==> config.mk <==
export PLATFORM = sky130hd
export DESIGN_NAME = mux_sel_serializer
export DESIGN_NICKNAME = d
export VERILOG_FILES = /design/src/rtl/mux_sel_serializer_pkg.sv /design/src/rtl/mux_sel_serializer_sel_counter.sv /design/src/rtl/mux_sel_serializer.sv
export SDC_FILE = /design/constraint.sdc
export NUM_CORES = 1
export LEC_CHECK = 0
export ABC_AREA = 1
export BUFFER_PORTS_ARGS = -buffer_cell sky130_fd_sc_hd__clkbuf_2
export CAP_MARGIN = 20
export CORE_ASPECT_RATIO = 1.25
export CORE_MARGIN = 4
export CORE_UTILIZATION = 35
export CTS_CLUSTER_DIAMETER = 80
export CTS_CLUSTER_SIZE = 10
export DETAILED_ROUTE_END_ITERATION = 6
export PLACE_DENSITY = 0.59
export SYNTH_ARGS = -nofsm -noshare
export SYNTH_HDL_FRONTEND = slang
export SYNTH_SLANG_ARGS = --single-unit
==> constraint.sdc <==
create_clock -name clk -period 1.6 [get_ports clk]
set_input_delay 0.32 -clock clk [delete_from_list [all_inputs] [get_ports clk]]
set_output_delay 0.32 -clock clk [all_outputs]
set_load 0.005 [all_outputs]
==> src/rtl/mux_sel_serializer_pkg.sv <==
// Shared definitions for the mux_sel_serializer block.
// Holds the FSM state encoding, the word and select widths, and helpers that
// give the first and last bit index for either bit order.
package mux_sel_serializer_pkg;

  // Word width and the select width needed to address one bit of it.
  localparam int WORD_W = 8;
  localparam int IDX_W  = 3;

  // IDLE waits for a word. SHIFT emits the data bits.
  // PARITY emits the optional check beat.
  typedef enum logic [1:0] {
    IDLE   = 2'd0,
    SHIFT  = 2'd1,
    PARITY = 2'd2
  } state_t;

  // Bit index of the first beat of a frame.
  function automatic logic [IDX_W-1:0] first_idx(input bit msb_first);
    return msb_first ? IDX_W'(WORD_W - 1) : '0;
  endfunction

  // Bit index of the last data beat of a frame.
  function automatic logic [IDX_W-1:0] last_idx(input bit msb_first);
    return msb_first ? '0 : IDX_W'(WORD_W - 1);
  endfunction

endpackage

==> src/rtl/mux_sel_serializer_sel_counter.sv <==
// Bit-select counter for the serializer.
// A load returns the counter to the first index of the frame. An enable moves
// it one step toward the last index, counting up or down as configured.
// Two flags flag the last index and the index just before it. The FSM uses
// them to decide, one cycle ahead, when the final beat starts.
module sel_counter #(
  parameter int             W     = 3,
  parameter logic [W-1:0]   FIRST = '0,
  parameter logic [W-1:0]   LAST  = '1,
  parameter bit             UP    = 1'b1
) (
  input  logic         clk,
  input  logic         rst,
  input  logic         load,
  input  logic         en,
  output logic [W-1:0] count,
  output logic         terminal,
  output logic         penult
);

  // Index one step before LAST, in the direction of counting.
  localparam logic [W-1:0] PENULT = UP ? (LAST - W'(1)) : (LAST + W'(1));

  logic [W-1:0] count_reg;

  // Load takes priority over step. The count never wraps by itself.
  always_ff @(posedge clk or posedge rst) begin
    if (rst) begin
      count_reg <= FIRST;
    end else if (load) begin
      count_reg <= FIRST;
    end else if (en) begin
      count_reg <= UP ? (count_reg + W'(1)) : (count_reg - W'(1));
    end
  end

  assign count    = count_reg;
  assign terminal = (count_reg == LAST);
  assign penult   = (count_reg == PENULT);

endmodule

==> src/rtl/mux_sel_serializer.sv <==
// Parallel-to-serial front end for the 8:1 bit-select mux stage.
//
// The block takes an 8-bit word on a valid/ready handshake and keeps it in
// hold_word. A select counter then steps through every bit position, and each
// bit goes out on a valid/ready serial port. The sel and hold_word outputs are
// also exported, so a downstream 8:1 mux can share them.
//
// If a new word arrives on the final-beat handshake, the block reloads
// immediately. This lets frames run back to back with no idle cycle between
// them.
//
// Build option: define SERIAL_PARITY_EN to append a ninth beat carrying even
// parity of the held word. During that beat sel stays at the final index.
module mux_sel_serializer
  import mux_sel_serializer_pkg::*;
#(
  parameter int DATA_W    = WORD_W,
  parameter int SEL_W     = IDX_W,
  parameter int MSB_FIRST = 0
) (
  input  logic              clk,
  input  logic              rst,
  input  logic [DATA_W-1:0] in_data,
  input  logic              in_valid,
  output logic              in_ready,
  output logic [DATA_W-1:0] hold_word,
  output logic [SEL_W-1:0]  sel,
  output logic              ser_out,
  output logic              ser_valid,
  input  logic              ser_ready,
  output logic              ser_last
);

  localparam bit              MSB   = (MSB_FIRST != 0);
  localparam logic [SEL_W-1:0] FIRST = first_idx(MSB);
  localparam logic [SEL_W-1:0] LAST  = last_idx(MSB);

  state_t            state_reg;
  logic [DATA_W-1:0] hold_word_reg;
  logic              ser_valid_reg;
  logic              ser_last_reg;

  logic [SEL_W-1:0]  sel_count;
  logic              sel_terminal;
  logic              sel_penult;

  logic              beat;
  logic              final_beat;
  logic              accept;
  logic              cnt_en;
  logic              data_bit;
  logic              parity_bit;

  // Handshake qualifiers.
  // in_ready depends on state and ser_ready only; it never looks at in_valid.
  assign beat       = ser_valid_reg & ser_ready;
  assign final_beat = beat & ser_last_reg;
  assign in_ready   = (state_reg == IDLE) | final_beat;
  assign accept     = in_valid & in_ready;

  // The select moves on data-beat handshakes only. It holds at the final index
  // until a reload, so it never free-runs while idle.
  assign cnt_en = beat & (state_reg == SHIFT) & ~sel_terminal;

  sel_counter #(
    .W     (SEL_W),
    .FIRST (FIRST),
    .LAST  (LAST),
    .UP    (!MSB)
  ) u_sel_counter (
    .clk      (clk),
    .rst      (rst),
    .load     (accept),
    .en       (cnt_en),
    .count    (sel_count),
    .terminal (sel_terminal),
    .penult   (sel_penult)
  );

  // Frame sequencing: capture the word, track the beats, flag the final beat.
  always_ff @(posedge clk or posedge rst) begin
    if (rst) begin
      state_reg     <= IDLE;
      hold_word_reg <= '0;
      ser_valid_reg <= 1'b0;
      ser_last_reg  <= 1'b0;
    end else begin
      if (accept) begin
        hold_word_reg <= in_data;
      end
      case (state_reg)
        IDLE: begin
          if (accept) begin
            state_reg     <= SHIFT;
            ser_valid_reg <= 1'b1;
            ser_last_reg  <= 1'b0;
          end
        end
        SHIFT: begin
          if (beat) begin
`ifdef SERIAL_PARITY_EN
            if (sel_terminal) begin
              state_reg    <= PARITY;
              ser_last_reg <= 1'b1;
            end else begin
              ser_last_reg <= 1'b0;
            end
`else
            if (sel_terminal) begin
              if (accept) begin
                state_reg     <= SHIFT;
                ser_valid_reg <= 1'b1;
              end else begin
                state_reg     <= IDLE;
                ser_valid_reg <= 1'b0;
              end
              ser_last_reg <= 1'b0;
            end else begin
              ser_last_reg <= sel_penult;
            end
`endif
          end
        end
`ifdef SERIAL_PARITY_EN
        PARITY: begin
          if (beat) begin
            if (accept) begin
              state_reg     <= SHIFT;
              ser_valid_reg <= 1'b1;
            end else begin
              state_reg     <= IDLE;
              ser_valid_reg <= 1'b0;
            end
            ser_last_reg <= 1'b0;
          end
        end
`endif
        default: begin
          state_reg     <= IDLE;
          ser_valid_reg <= 1'b0;
          ser_last_reg  <= 1'b0;
        end
      endcase
    end
  end

  // Serial bit: the held word indexed by the shared select, or parity on the
  // check beat. The output is forced low whenever no beat is being offered.
  assign data_bit   = hold_word_reg[sel_count];
  assign parity_bit = ^hold_word_reg;

`ifdef SERIAL_PARITY_EN
  assign ser_out = ser_valid_reg & ((state_reg == PARITY) ? parity_bit : data_bit);
`else
  assign ser_out = ser_valid_reg & data_bit;
`endif

  assign hold_word = hold_word_reg;
  assign sel       = sel_count;
  assign ser_valid = ser_valid_reg;
  assign ser_last  = ser_last_reg;

endmodule

# Word-level counts from Yosys, hierarchy flattened
# Index checks and enable logic that the tools add are counted.
# word_totals
register_bits	15
latch_bits	0
ramBits	0
rom_bits	0
in_bits	12
output_inout_bits	15
elab_cells	43
mem_count	0
# op_classes
n_addsub	1
multipliers	0
div	0
order_cmp	1
n_eq_ne	6
n_shift	0
n_mux	18
bitwise_logic	8
reduce_logical	4
# ops
cell	n
$mux W1	9
$and A1 B1 Y1	6
$eq A3 B3 Y1 const B	2
$mux W2	3
$mux W3	2
$ne A2 B2 Y1 const B	3
$lt A3 B4 Y1 const B	1
$pmux W1 S2	2
$pmux W2 S2	1
$add A3 B1 Y3 const B	1
$bmux W1 S3	1
$reduce_and A3 Y1	1
$eq A2 B1 Y1 const B	1
$logic_not A2 Y1	1
$reduce_and A2 Y1	1
$reduce_bool A2 Y1	1
$not A1 Y1	1
$or A1 B1 Y1	1

# Longest topological paths before layout
# Gate-level depths: netlist (run 1).
# depth
depth_word	8
ltp_mapped	7
ltp_nobuf	6

# Hierarchy
# Synthesis (run 1) repeated with hierarchy kept, for this count alone.
# unflattened
cells_unflattened	91
hier_area_um2	733.2
# by_module_without_submodules
mod	n_inst	cells_per_inst	area_per_inst_um2	seq_area_each_um2
mux_sel_serializer	1	69	554.3	250.2
sel_counter	1	22	178.9	75.1

# Least setup slack after synthesis (run 1)
# Ideal clock, no wire load.
# synth_timing
kind	flip-flop to flip-flop
startpoint	register u_sel_counter.count_reg[0], in the netlist u_sel_counter.count[0]
endpoint	register u_sel_counter.count_reg[0], in the netlist u_sel_counter.count[0]
setup_ps	127
arrival_ps	1216
required_time_ps	1473
setup_slack_ps	256
stages_incl_launch_ff	7
path_cell_list	dfrtp_1 ha_1 ha_1 nor2_2 inv_2 o21ai_0 a21oi_1
# synth_via
elab_chain_cells	4
word_cells_on_any_way	7
cone_classes	add/sub: 1; eq/ne: 1; mux: 2; bitwise: 2; reduce/logical: 1
# synth_rtl
item	line	rtl
start: declaration	mux_sel_serializer_sel_counter.sv:24	logic [W-1:0] count_reg;
start signal: assignment	mux_sel_serializer_sel_counter.sv:33	count_reg <= UP ? (count_reg + W'(1)) : (count_reg - W'(1));
branches (longest 4 deep; another with $add A3 B1 Y3)	--	
# Several ways; the timed one is not identified. The select of a mux whose other input is x is not followed.
# A chain may end at the register's enable or synchronous reset.

# Worst setup path after layout (run 1)
# layout_timing
startpoint	register u_sel_counter.count_reg[0], in the netlist u_sel_counter.count[0]
endpoint	output ser_out
# layout_via
elab_chain_cells	3
# layout_rtl
item	line	rtl
$bmux W1 S3	mux_sel_serializer.sv:149	assign data_bit = hold_word_reg[sel_count];
$mux W1 (implied by the code)	mux_sel_serializer.sv:149	
$and A1 B1 Y1	mux_sel_serializer.sv:155	assign ser_out = ser_valid_reg & data_bit;
end: declaration	mux_sel_serializer.sv:28	output logic ser_out,
# Every way passes these cells. The select of a mux whose other input is x is not followed.

==> PnR_summary.wiki, run 1 <==
{| class="wikitable"
! Metric !! Value
|-
| Run status || finished clean
|-
| Pre-CTS setup slack || 0.1696 ns
|-
| Detailed router's first-iteration violation count || 12
|-
| Synth Warn # || 0
|-
| Number of distinct standard cells referenced by the synthesized netlist || 17
|-
| Count of buffers from port buffering || 26
|-
| Number of buffers created by CTS || 3
|-
| Post-synthesis instance area || 713.2 um^2
|-
| Clock slew at reported path FFs || 0.08 ns
|-
| Worst path bufs/invs || 2
|-
| Growth of design area from synthesis to finish || 28.60%
|-
| Max reg flops || 8
|-
| Net count, final || 131
|-
| DR vias/cell || 4.807
|-
| Final Routed Wirelength || 1.479 mm
|-
| Ports placed on the boundary || 27
|-
| Post-Syn Area per Cell || 8.490 um^2
|-
| Worst setup slack after layout || 0.005685 ns
|-
| Maximum fanout along the worst path || 7
|-
| Cell family contributing the most delay on the critical path || flip-flops
|-
| Leakage || 0.5043 nW
|-
| Slowest-stage cell, CP || sky130_fd_sc_hd__dfrtp_2
|-
| Number of buffers between clock root and the deepest sink || 2
|-
| Non-filler instance count after layout || 135
|-
| Max VDD drop || 0.0009801 V
|-
| Clock tree sinks || 13
|-
| Global-route wire length before repair || 2.477 mm
|-
| Power density over the cells || 1987 mW/mm^2
|-
| Type of element capturing the critical path || output port
|-
| Most area-hungry cell type in the Yosys netlist || sky130_fd_sc_hd__dfrtp_1
|-
| Remaining Overflow, GRT || 0
|-
| Total number of vias || 649
|-
| DRC errors left || 0
|-
| Max cap viols || 0
|-
| Source-to-sink clock delay at the later pin of the worst-skew pair || 0.28 ns
|-
| Number of enable flip-flop cells after synthesis || 0
|-
| Count leader, synth || sky130_fd_sc_hd__nand2_1
|-
| Reg-to-reg slack, setup || 0.07 ns
|-
| Proportion of synthesized chip area in sequential cells || 45.61%
|-
| Share of layout cells above drive strength 1 || 47.83%
|-
| Predominant post-synthesis flop cell || sky130_fd_sc_hd__dfrtp_1
|-
| Slew of the pin with the lowest slew margin || 0.4960 ns
|-
| Number of antenna violations at the first check in global routing || 0
|-
| Setup TNS Final || 0 ns
|-
| Core Footprint || 0.001959 mm^2
|-
| Starting Density || 36.40%
|-
| Antenna-violating nets left || 0
|-
| RSZ-0062 raised after global routing || true
|-
| TritonCTS clock tree || yes
|-
| Maximum number of pins on one net before global-route repair || 18
|-
| Post-synthesis net count || 99
|-
| Critical path class || flop to output port
|-
| Number of H-tree branching levels || 1
|-
| Length in cells of the worst reg-to-reg path || 7
|-
| Final worst path period share || 99.64%
|-
| Required time worst endpoint || 1.28 ns
|-
| Floorplan die area || 0.002828 mm^2
|-
| Detailed-route wire length per cell || 10.96 um
|-
| Most area-consuming cells after synthesis || sky130_fd_sc_hd__dfrtp_1, sky130_fd_sc_hd__nand2_1, sky130_fd_sc_hd__o21ai_2
|-
| Commonest cells in the netlist || sky130_fd_sc_hd__nand2_1, sky130_fd_sc_hd__dfrtp_1, sky130_fd_sc_hd__inv_1
|-
| Sequence of cells on the critical path || inv_4, nand2_1, nand3_1, nand2_1, nor2_1, nor2_1, buf_2
|-
| Proportion of synthesized flip-flops having asynchronous set or reset || 100.0%
|-
| Relative slew slack || 66.90%
|-
| Height of the die || 58.47 um
|-
| Number of antenna diodes || 0
|-
| Type of origin of the critical path || flop
|-
| Placer Congestion || 0.8644
|-
| Post-layout minimum cycle time || 1.594 ns
|-
| Root buf cell || sky130_fd_sc_hd__clkbuf_4
|-
| Floorplan die width || 48.38 um
|-
| Length of the first detailed-routing pass in iterations || 4
|-
| Hold Violations, Final || 0
|-
| Endpoint of the lowest-slack register-to-register path || u_sel_counter.count[0]
|-
| Synthesized flop and latch total || 13
|-
| Post-placement cell count || 129
|-
| Largest stage delay on the critical path || 0.47 ns
|-
| Arrival time worst endpoint || 1.27 ns
|-
| Global-route usage over all layers || 10.94%
|-
| Core Rows || 18
|-
| Final count of negative-setup-slack endpoints || 0
|-
| Number of global-route vias before repair || 575
|-
| Path class of the lowest-slack min-delay path || input pin to async pin
|-
| DP HPWL || 1.137 mm
|-
| Portion of synthesized cell area occupied by the leading cell type || 45.61%
|-
| Hold slack || 0.03381 ns
|-
| Power, Total || 0.001822 W
|-
| Fmax || 627.2 MHz
|-
| Pins over their slew limit || 0
|-
| Number of cells produced by synthesis || 84
|-
| Final Skew || 0.002873 ns
|-
| Reg-to-reg startpoint || u_sel_counter.count[1]
|}
## worst max-delay path by stage
stage,start,endpoint,cells after the start
2_1_floorplan,u_sel_counter.count[0],u_sel_counter.count[0],6
4_1_cts,u_sel_counter.count[1],ser_out,6
3_3_place_gp,u_sel_counter.count[0],ser_out,7
5_1_grt,u_sel_counter.count[0],ser_out,7
6_report,u_sel_counter.count[0],ser_out,7
3_5_place_dp,u_sel_counter.count[0],u_sel_counter.count[0],6
## area by class of cell
class                   count  area (um^2)
repair buffers             28        145.1
multi-input cells          55        331.6
well taps                  20        25.02
flip-flops and latches     13        327.8
clock buffers               4        26.28
fillers                   206         1042
inverters                  15        61.31
## cells in the final DEF, fill, tap and decap left out, types with 3 or more instances in the layout
cell and n:
sky130_fd_sc_hd__nand2_2 4, sky130_fd_sc_hd__nand2_1 19, sky130_fd_sc_hd__a21oi_1 3, sky130_fd_sc_hd__nand3_2 3, sky130_fd_sc_hd__inv_1 11, sky130_fd_sc_hd__nor2_1 5
sky130_fd_sc_hd__dfrtp_1 11, sky130_fd_sc_hd__ha_1 3, sky130_fd_sc_hd__clkbuf_2 25, sky130_fd_sc_hd__clkbuf_4 3, sky130_fd_sc_hd__o21ai_2 8, sky130_fd_sc_hd__nand3_1 3
sky130_fd_sc_hd__o21ai_0 3
## where the power goes
part | internal (W) | switching, W
registers | 0.000493 | 0.000146
clock network | 0.0000967 | 0.000108
logic | 0.000449 | 0.000530
## metal layers
layer  GRT usage [%]  vias to the layer above  part of all wire (%)
met5               0                        -                     0
met4           7.115                        0                   2.0
met3           3.038                        4                   5.3
met2           15.67                       17                    47
met1           14.35                      295                    45
li1                -                      333                     -
## cells by family (layout without fill, tap and decap cells)
| family | Yosys count | in the layout | synth area share (%) |
|---|---|---|---|
| compound gates | 15 | 15 | 15.44 |
| buf+inv | 16 | 47 | 11.05 |
| fa+ha+maj | 3 | 3 | 5.264 |
| flops | 13 | 13 | 45.61 |
| simple gates | 37 | 37 | 22.63 |
## stage by stage
stage	cell area (um^2)	util [%]
final	917.1	46.81
after global routing	917.1	46.81
after floorplan	713.2	-
after detailed placement	848.3	43.30
after CTS	878.3	44.83
after global placement	848.3	43.30
## what timing repair did
action / 4_1_cts / 5_1_grt
gates resized for setup: 3 / 9
pin swaps: 0 / 6
setup buffers: 0 / 2
hold buffers: 0 / 0
endpoints found under the setup margin: 1 / 1
No activity file was read; power rests on OpenSTA's default activity.
==> inputs of run 2 (changes only) <==
- clock period: 1.6 -> 2.05 ns (I/O delays scaled with it)
==> PnR_summary.wiki, run 2 (synthesized netlist as in run 1, its figures left out) <==
{| class="wikitable"
! Metric !! Value
|-
| Run status || finished clean
|-
| Length of the first detailed-routing pass in iterations || 6 (+2)
|-
| Number of global-route vias before repair || 572 (-0.52%)
|-
| Critical path class || flop to output port
|-
| Relative slew slack || 67.02% (+0.12 points)
|-
| TritonCTS clock tree || yes
|-
| Non-filler instance count after layout || 133 (-1.5%)
|-
| DRC errors left || 0 (unchanged)
|-
| Growth of design area from synthesis to finish || 22.63%
|-
| Setup TNS Final || 0 ns (unchanged)
|-
| Root buf cell || sky130_fd_sc_hd__clkbuf_4
|-
| DP HPWL || 1.158 mm (+1.9%)
|-
| Cell family contributing the most delay on the critical path || flip-flops
|-
| Area occupied by multi-input gates || 309.0 um^2 (-6.8%)
|-
| Most common library cell in the layout ignoring fill and taps || sky130_fd_sc_hd__clkbuf_2
|-
| Clock tree sinks || 13 (unchanged)
|-
| Post-placement cell count || 129 (unchanged)
|-
| Slew of the pin with the lowest slew margin || 0.4942 ns (-0.001865 ns)
|-
| Number of buffers created by CTS || 3 (unchanged)
|-
| Largest stage delay on the critical path || 0.46 ns (about the same)
|-
| Source-to-sink clock delay at the later pin of the worst-skew pair || 0.27 ns (about the same)
|-
| Power density over the cells || 1523 mW/mm^2 (-23%)
|-
| Floorplan die area || 0.002828 mm^2 (unchanged)
|-
| Type of origin of the critical path || flop
|-
| Number of antenna diodes || 0 (unchanged)
|-
| Worst path bufs/invs || 2 (unchanged)
|-
| Detailed-route wire length per cell || 10.92 um (-0.28%)
|-
| Pre-CTS setup slack || 0.5526 ns (+0.3830 ns)
|-
| Number of filler instances in the final layout || 201 (-2.4%)
|-
| Endpoint of the lowest-slack register-to-register path || u_sel_counter.count[0]
|-
| Final worst path period share || 88.15%
|-
| Core Rows || 18 (unchanged)
|-
| DR vias/cell || 4.662 (-3.0%)
|-
| Max reg flops || 8 (unchanged)
|-
| Leakage || 0.4921 nW (-2.4%)
|-
| Most used cells in the layout excluding fill and tap cells || sky130_fd_sc_hd__clkbuf_2, sky130_fd_sc_hd__nand2_1, sky130_fd_sc_hd__inv_1, sky130_fd_sc_hd__dfrtp_1, sky130_fd_sc_hd__o21ai_2
|-
| Sequential cell area || 325.3 um^2 (-0.76%)
|-
| Post-CTS Hold Buffers || 0 (unchanged)
|-
| Floorplan die width || 48.38 um (unchanged)
|-
| Reg-to-reg slack, setup || 0.56 ns (+0.49 ns)
|-
| Total number of vias || 620 (-4.5%)
|-
| Reg-to-reg startpoint || u_sel_counter.count[0]
|-
| Length in cells of the worst reg-to-reg path || 6 (-1)
|-
| Number of buffers between clock root and the deepest sink || 2 (unchanged)
|-
| Slowest-stage cell, CP || sky130_fd_sc_hd__dfrtp_1
|-
| Maximum number of pins on one net before global-route repair || 18 (unchanged)
|-
| Final Skew || 0.004682 ns (+0.001809 ns)
|-
| Fmax || 553.4 MHz
|-
| Number of gates given a new drive strength after cts || 0 (-3)
|-
| Antenna-violating nets left || 0 (unchanged)
|-
| Arrival time worst endpoint || 1.40 ns (+0.13 ns)
|-
| Sequence of cells on the critical path || inv_1, nand2_1, nand3_1, nand3_1, nand2_1, nor2_1, clkbuf_2
|-
| Hold Violations, Final || 0 (unchanged)
|-
| Type of element capturing the critical path || output port
|-
| Worst setup slack after layout || 0.2429 ns (+0.2372 ns)
|-
| Pins over their slew limit || 0 (unchanged)
|-
| Maximum fanout along the worst path || 7 (unchanged)
|-
| Count of buffers from port buffering || 26 (unchanged)
|-
| Net count, final || 129 (-1.5%)
|-
| Global-route wire length before repair || 2.539 mm (+2.5%)
|-
| Remaining Overflow, GRT || 0 (unchanged)
|-
| Required time worst endpoint || 1.64 ns (+0.36 ns)
|-
| Post-layout minimum cycle time || 1.807 ns
|-
| Setup Buffers After CTS || 0 (unchanged)
|-
| Max cap viols || 0 (unchanged)
|-
| Starting Density || 36.40% (unchanged)
|-
| Placer Congestion || 0.8200 (-5.1%)
|-
| Clock slew at reported path FFs || 0.08 ns (about the same)
|-
| Path class of the lowest-slack min-delay path || input pin to async pin
|-
| RSZ-0062 raised after global routing || false
|-
| Number of antenna violations at the first check in global routing || 0 (unchanged)
|-
| Final Routed Wirelength || 1.453 mm (-1.8%)
|-
| Post-layout util || 44.64% (-2.2 points)
|-
| Final count of negative-setup-slack endpoints || 0 (unchanged)
|-
| Max VDD drop || 0.0007559 V (-23%)
|-
| Number of H-tree branching levels || 1 (unchanged)
|-
| Share of layout cells above drive strength 1 || 38.05% (-9.8 points)
|-
| Global-route usage over all layers || 11.15% (+0.21 points)
|-
| Core Footprint || 0.001959 mm^2 (unchanged)
|-
| Height of the die || 58.47 um (unchanged)
|-
| Ports placed on the boundary || 27 (unchanged)
|-
| Detailed router's first-iteration violation count || 13 (+1)
|}
## run 2: worst max path at each step
stage / cells past startpoint / to / slack (ns) / from
6_report: 7 / ser_out / 0.24 / u_sel_counter.count[0]
5_1_grt: 7 / ser_out / 0.08 / u_sel_counter.count[0]
4_1_cts: 7 / ser_out / 0.24 / u_sel_counter.count[0]
3_5_place_dp: 7 / ser_out / 0.55 / u_sel_counter.count[0]
3_3_place_gp: 6 / u_sel_counter.count[0] / 0.60 / u_sel_counter.count[1]
2_1_floorplan: 6 / u_sel_counter.count[0] / 0.71 / u_sel_counter.count[0]
## run 2: cell type report
cell class                      count  share of cell area [%]
Sequential cell                    13                   37.20
Multi-Input combinational cell     55                   35.34
Timing Repair Buffer               26                   14.88
Inverter                           15                   6.724
Clock buffer                        4                   3.004
Tap cell                           20                   2.861
## run 2: report_power, final
group	internal [W]	switching [W]	total, W
clock network	0.0000752	0.0000817	0.000157
logic	0.000305	0.000378	0.000683
registers	0.000381	0.000112	0.000493
total	0.000761	0.000572	0.00133
## run 2: per-layer routing
layer / wire length [um] / track usage (%)
met1: 660 / 14.97
met2: 702 / 16.98
met3: 72 / 2.785
met4: 17 / 4.743
met5: 0 / 0
## run 2: metrics by stage
step	total power, W	hold WS [ns]	cell area (um^2)
after floorplan	0.0009498	0.2870	713.2
after global placement	0.001182	0.4493	848.3
after detailed placement	0.001191	0.4446	848.3
after CTS	0.001352	0.1475	874.6
after global routing	0.001482	0.1657	874.6
final	0.001332	0.1289	874.6
==> inputs of run 3 (changes only) <==
==> constraint.sdc (replaced) <==
create_clock -name clk -period 2.05 [get_ports clk]
set_input_delay 0.205 -clock clk [delete_from_list [all_inputs] [get_ports clk]]
set_output_delay 0.205 -clock clk [all_outputs]
set_load 0.005 [all_outputs]
==> PnR_summary.wiki, run 3 (synthesized netlist as in run 1, its figures left out) <==
{| class="wikitable"
! Metric !! Value
|-
| Launch point of the critical path || u_sel_counter.count[0]
|-
| Core Rows || 18 (unchanged)
|-
| DP HPWL || 1.168 mm (+0.85%)
|-
| Maximum number of pins on one net before global-route repair || 18 (unchanged)
|-
| Global-route wire length before repair || 2.546 mm (+0.28%)
|-
| Post-placement cell area || 848.3 um^2 (unchanged)
|-
| Floorplan die width || 48.38 um (unchanged)
|-
| Net count, final || 130 (+0.78%)
|-
| Leakage || 0.4962 nW (+0.85%)
|-
| Run status || finished clean
|-
| Number of buffers between clock root and the deepest sink || 2 (unchanged)
|-
| Floorplan die area || 0.002828 mm^2 (unchanged)
|-
| Final count of negative-setup-slack endpoints || 0 (unchanged)
|-
| Number of antenna diodes || 0 (unchanged)
|-
| Root buf cell || sky130_fd_sc_hd__clkbuf_4
|-
| Ports placed on the boundary || 27 (unchanged)
|-
| Endpoint of the lowest-slack register-to-register path || u_sel_counter.count[0]
|-
| Post-layout minimum cycle time || 1.637 ns (-0.1705 ns)
|-
| RSZ-0062 raised after global routing || false
|-
| Detailed router's first-iteration violation count || 12 (-1)
|-
| Largest stage delay on the critical path || 0.44 ns (-0.02 ns)
|-
| Placer Congestion || 0.8179 (-0.26%)
|-
| Pins over their slew limit || 0 (unchanged)
|-
| Relative slew slack || 66.10% (-0.92 points)
|-
| Pre-CTS setup slack || 0.5993 ns (+0.04667 ns)
|-
| Setup TNS Final || 0 ns (unchanged)
|-
| Most common library cell in the layout ignoring fill and taps || sky130_fd_sc_hd__clkbuf_2
|-
| Path class of the lowest-slack min-delay path || input pin to flop
|-
| Global-route usage over all layers || 11.30% (+0.15 points)
|-
| Height of the die || 58.47 um (unchanged)
|-
| Antenna-violating nets left || 0 (unchanged)
|-
| Number of antenna violations at the first check in global routing || 0 (unchanged)
|-
| Hold Violations, Final || 0 (unchanged)
|-
| Type of element capturing the critical path || output port
|-
| Reg-to-reg slack, setup || 0.59 ns (+0.03 ns)
|-
| Remaining Overflow, GRT || 0 (unchanged)
|-
| Clock slew at reported path FFs || 0.08 ns (about the same)
|-
| Number of gates given a new drive strength after cts || 0 (unchanged)
|-
| Fraction of met2 tracks used by global routing || 17.35% (+0.37 points)
|-
| Max cap viols || 0 (unchanged)
|-
| Growth of design area from synthesis to finish || 24.04%
|-
| Final worst path period share || 79.84% (-8.3 points)
|-
| Sequential cell area || 325.3 um^2 (unchanged)
|-
| Final Skew || 0.008527 ns (+0.003846 ns)
|-
| Setup Buffers After CTS || 0 (unchanged)
|-
| Number of buffers created by CTS || 3 (unchanged)
|-
| Slowest-stage cell, CP || sky130_fd_sc_hd__dfrtp_1
|-
| Starting Density || 36.40% (unchanged)
|-
| Max VDD drop || 0.0007269 V (-3.8%)
|-
| Post-CTS Hold Buffers || 1 (+1)
|-
| Required time worst endpoint || 1.85 ns (+0.21 ns)
|-
| Maximum fanout along the worst path || 7 (unchanged)
|-
| Number of filler instances in the final layout || 201 (unchanged)
|-
| Crit path capture || ser_out
|-
| Max reg flops || 8 (unchanged)
|-
| Fmax || 611.0 MHz (+10%)
|-
| Cell depth of the worst hold path || 3
|-
| Clock tree sinks || 13 (unchanged)
|-
| Length of the first detailed-routing pass in iterations || 4 (-2)
|-
| Most used cells in the layout excluding fill and tap cells || sky130_fd_sc_hd__clkbuf_2, sky130_fd_sc_hd__nand2_1, sky130_fd_sc_hd__inv_1, sky130_fd_sc_hd__dfrtp_1, sky130_fd_sc_hd__o21ai_2
|-
| Number of global-route vias before repair || 591 (+3.3%)
|-
| Share of layout cells above drive strength 1 || 37.72% (-0.33 points)
|-
| Post-layout util || 45.15% (+0.51 points)
|-
| Count of buffers from port buffering || 26 (unchanged)
|-
| Arrival time worst endpoint || 1.43 ns (+0.03 ns)
|-
| Number of H-tree branching levels || 1 (unchanged)
|-
| Core Footprint || 0.001959 mm^2 (unchanged)
|-
| Sequence of cells on the critical path || inv_1, nand2_1, nand3_1, nand3_1, nand2_1, nor2_1, clkbuf_2
|-
| Detailed-route wire length per cell || 10.87 um (-0.54%)
|-
| TritonCTS clock tree || yes
|-
| Design Area, Final || 884.6 um^2 (+1.1%)
|-
| Area occupied by multi-input gates || 309.0 um^2 (unchanged)
|-
| DRC errors left || 0 (unchanged)
|-
| Worst setup slack after layout || 0.4134 ns (+0.1705 ns)
|-
| Final Routed Wirelength || 1.456 mm (+0.21%)
|-
| DR vias/cell || 4.687 (+0.53%)
|-
| Source-to-sink clock delay at the later pin of the worst-skew pair || 0.27 ns (about the same)
|-
| Type of origin of the critical path || flop
|-
| Global route hottest layer || met2
|-
| Reg-to-reg startpoint || u_sel_counter.count[0]
|-
| Slew of the pin with the lowest slew margin || 0.5080 ns (+0.01385 ns)
|-
| Total number of vias || 628 (+1.3%)
|-
| Grt met3 use || 2.278% (-0.51 points)
|-
| Met1 demand-to-capacity share in global routing || 14.44% (-0.52 points)
|-
| Length in cells of the worst reg-to-reg path || 6 (unchanged)
|-
| Power density over the cells || 1504 mW/mm^2 (-1.3%)
|-
| Critical path class || flop to output port
|}
run 3: cell types whose count changed in the layout (fill, tap and decap cells not counted):
cell / before / now
sky130_fd_sc_hd__dlygate4sd3_1: 0 / 1
run 3: worst min-delay path by stage:
stage                     startpoint           end  slack (ns)
final                     in_data[0]  hold_word[0]        0.13
after floorplan                  rst  hold_word[0]        0.08
after global placement           rst  hold_word[0]        0.24
after detailed placement         rst  hold_word[0]        0.25
after CTS                 in_data[4]  hold_word[4]        0.13
after global routing      in_data[3]  hold_word[3]        0.12
run 3: metrics by stage:
| stage | hold slack, ns | cells | power, W |
|---|---|---|---|
| floorplan | 0.08196 | 84 | 0.0009498 |
| global placement | 0.2421 | 129 | 0.001181 |
| detailed placement | 0.2504 | 129 | 0.001195 |
| CTS | 0.1275 | 134 | 0.001361 |
| global route | 0.1239 | 134 | 0.001479 |
| finish | 0.1337 | 134 | 0.001330 |
run 3: power by group:
part	switching (W)	internal, W	leakage (nW)	total [W]
Sequential	0.000109	0.000380	0.155	0.000490
Combinational	0.000378	0.000306	0.326	0.000684
Clock	0.0000817	0.0000753	0.0150	0.000157
Total	0.000568	0.000762	0.496	0.00133
run 3: final cells by class:
class,count,area share [%]
Clock buffer,4,2.970
Inverter,15,6.648
Multi-Input combinational cell,55,34.94
Sequential cell,13,36.78
Tap cell,20,2.829
Timing Repair Buffer,27,15.84
run 3: layer usage:
layer / vias up / routed length [um] / share of wire, %
li1: 327 / - / -
met1: 282 / 616 / 42
met2: 17 / 739 / 51
met3: 2 / 86 / 5.9
met4: 0 / 13 / 0.89
met5: - / 0 / 0
run 3: worst max-delay path, delay by kind of cell, from the launching register on:
family / cells / cell delay, ns
buf+inv: 2 / 0.29
flops: 1 / 0.44
simple gates: 5 / 0.42
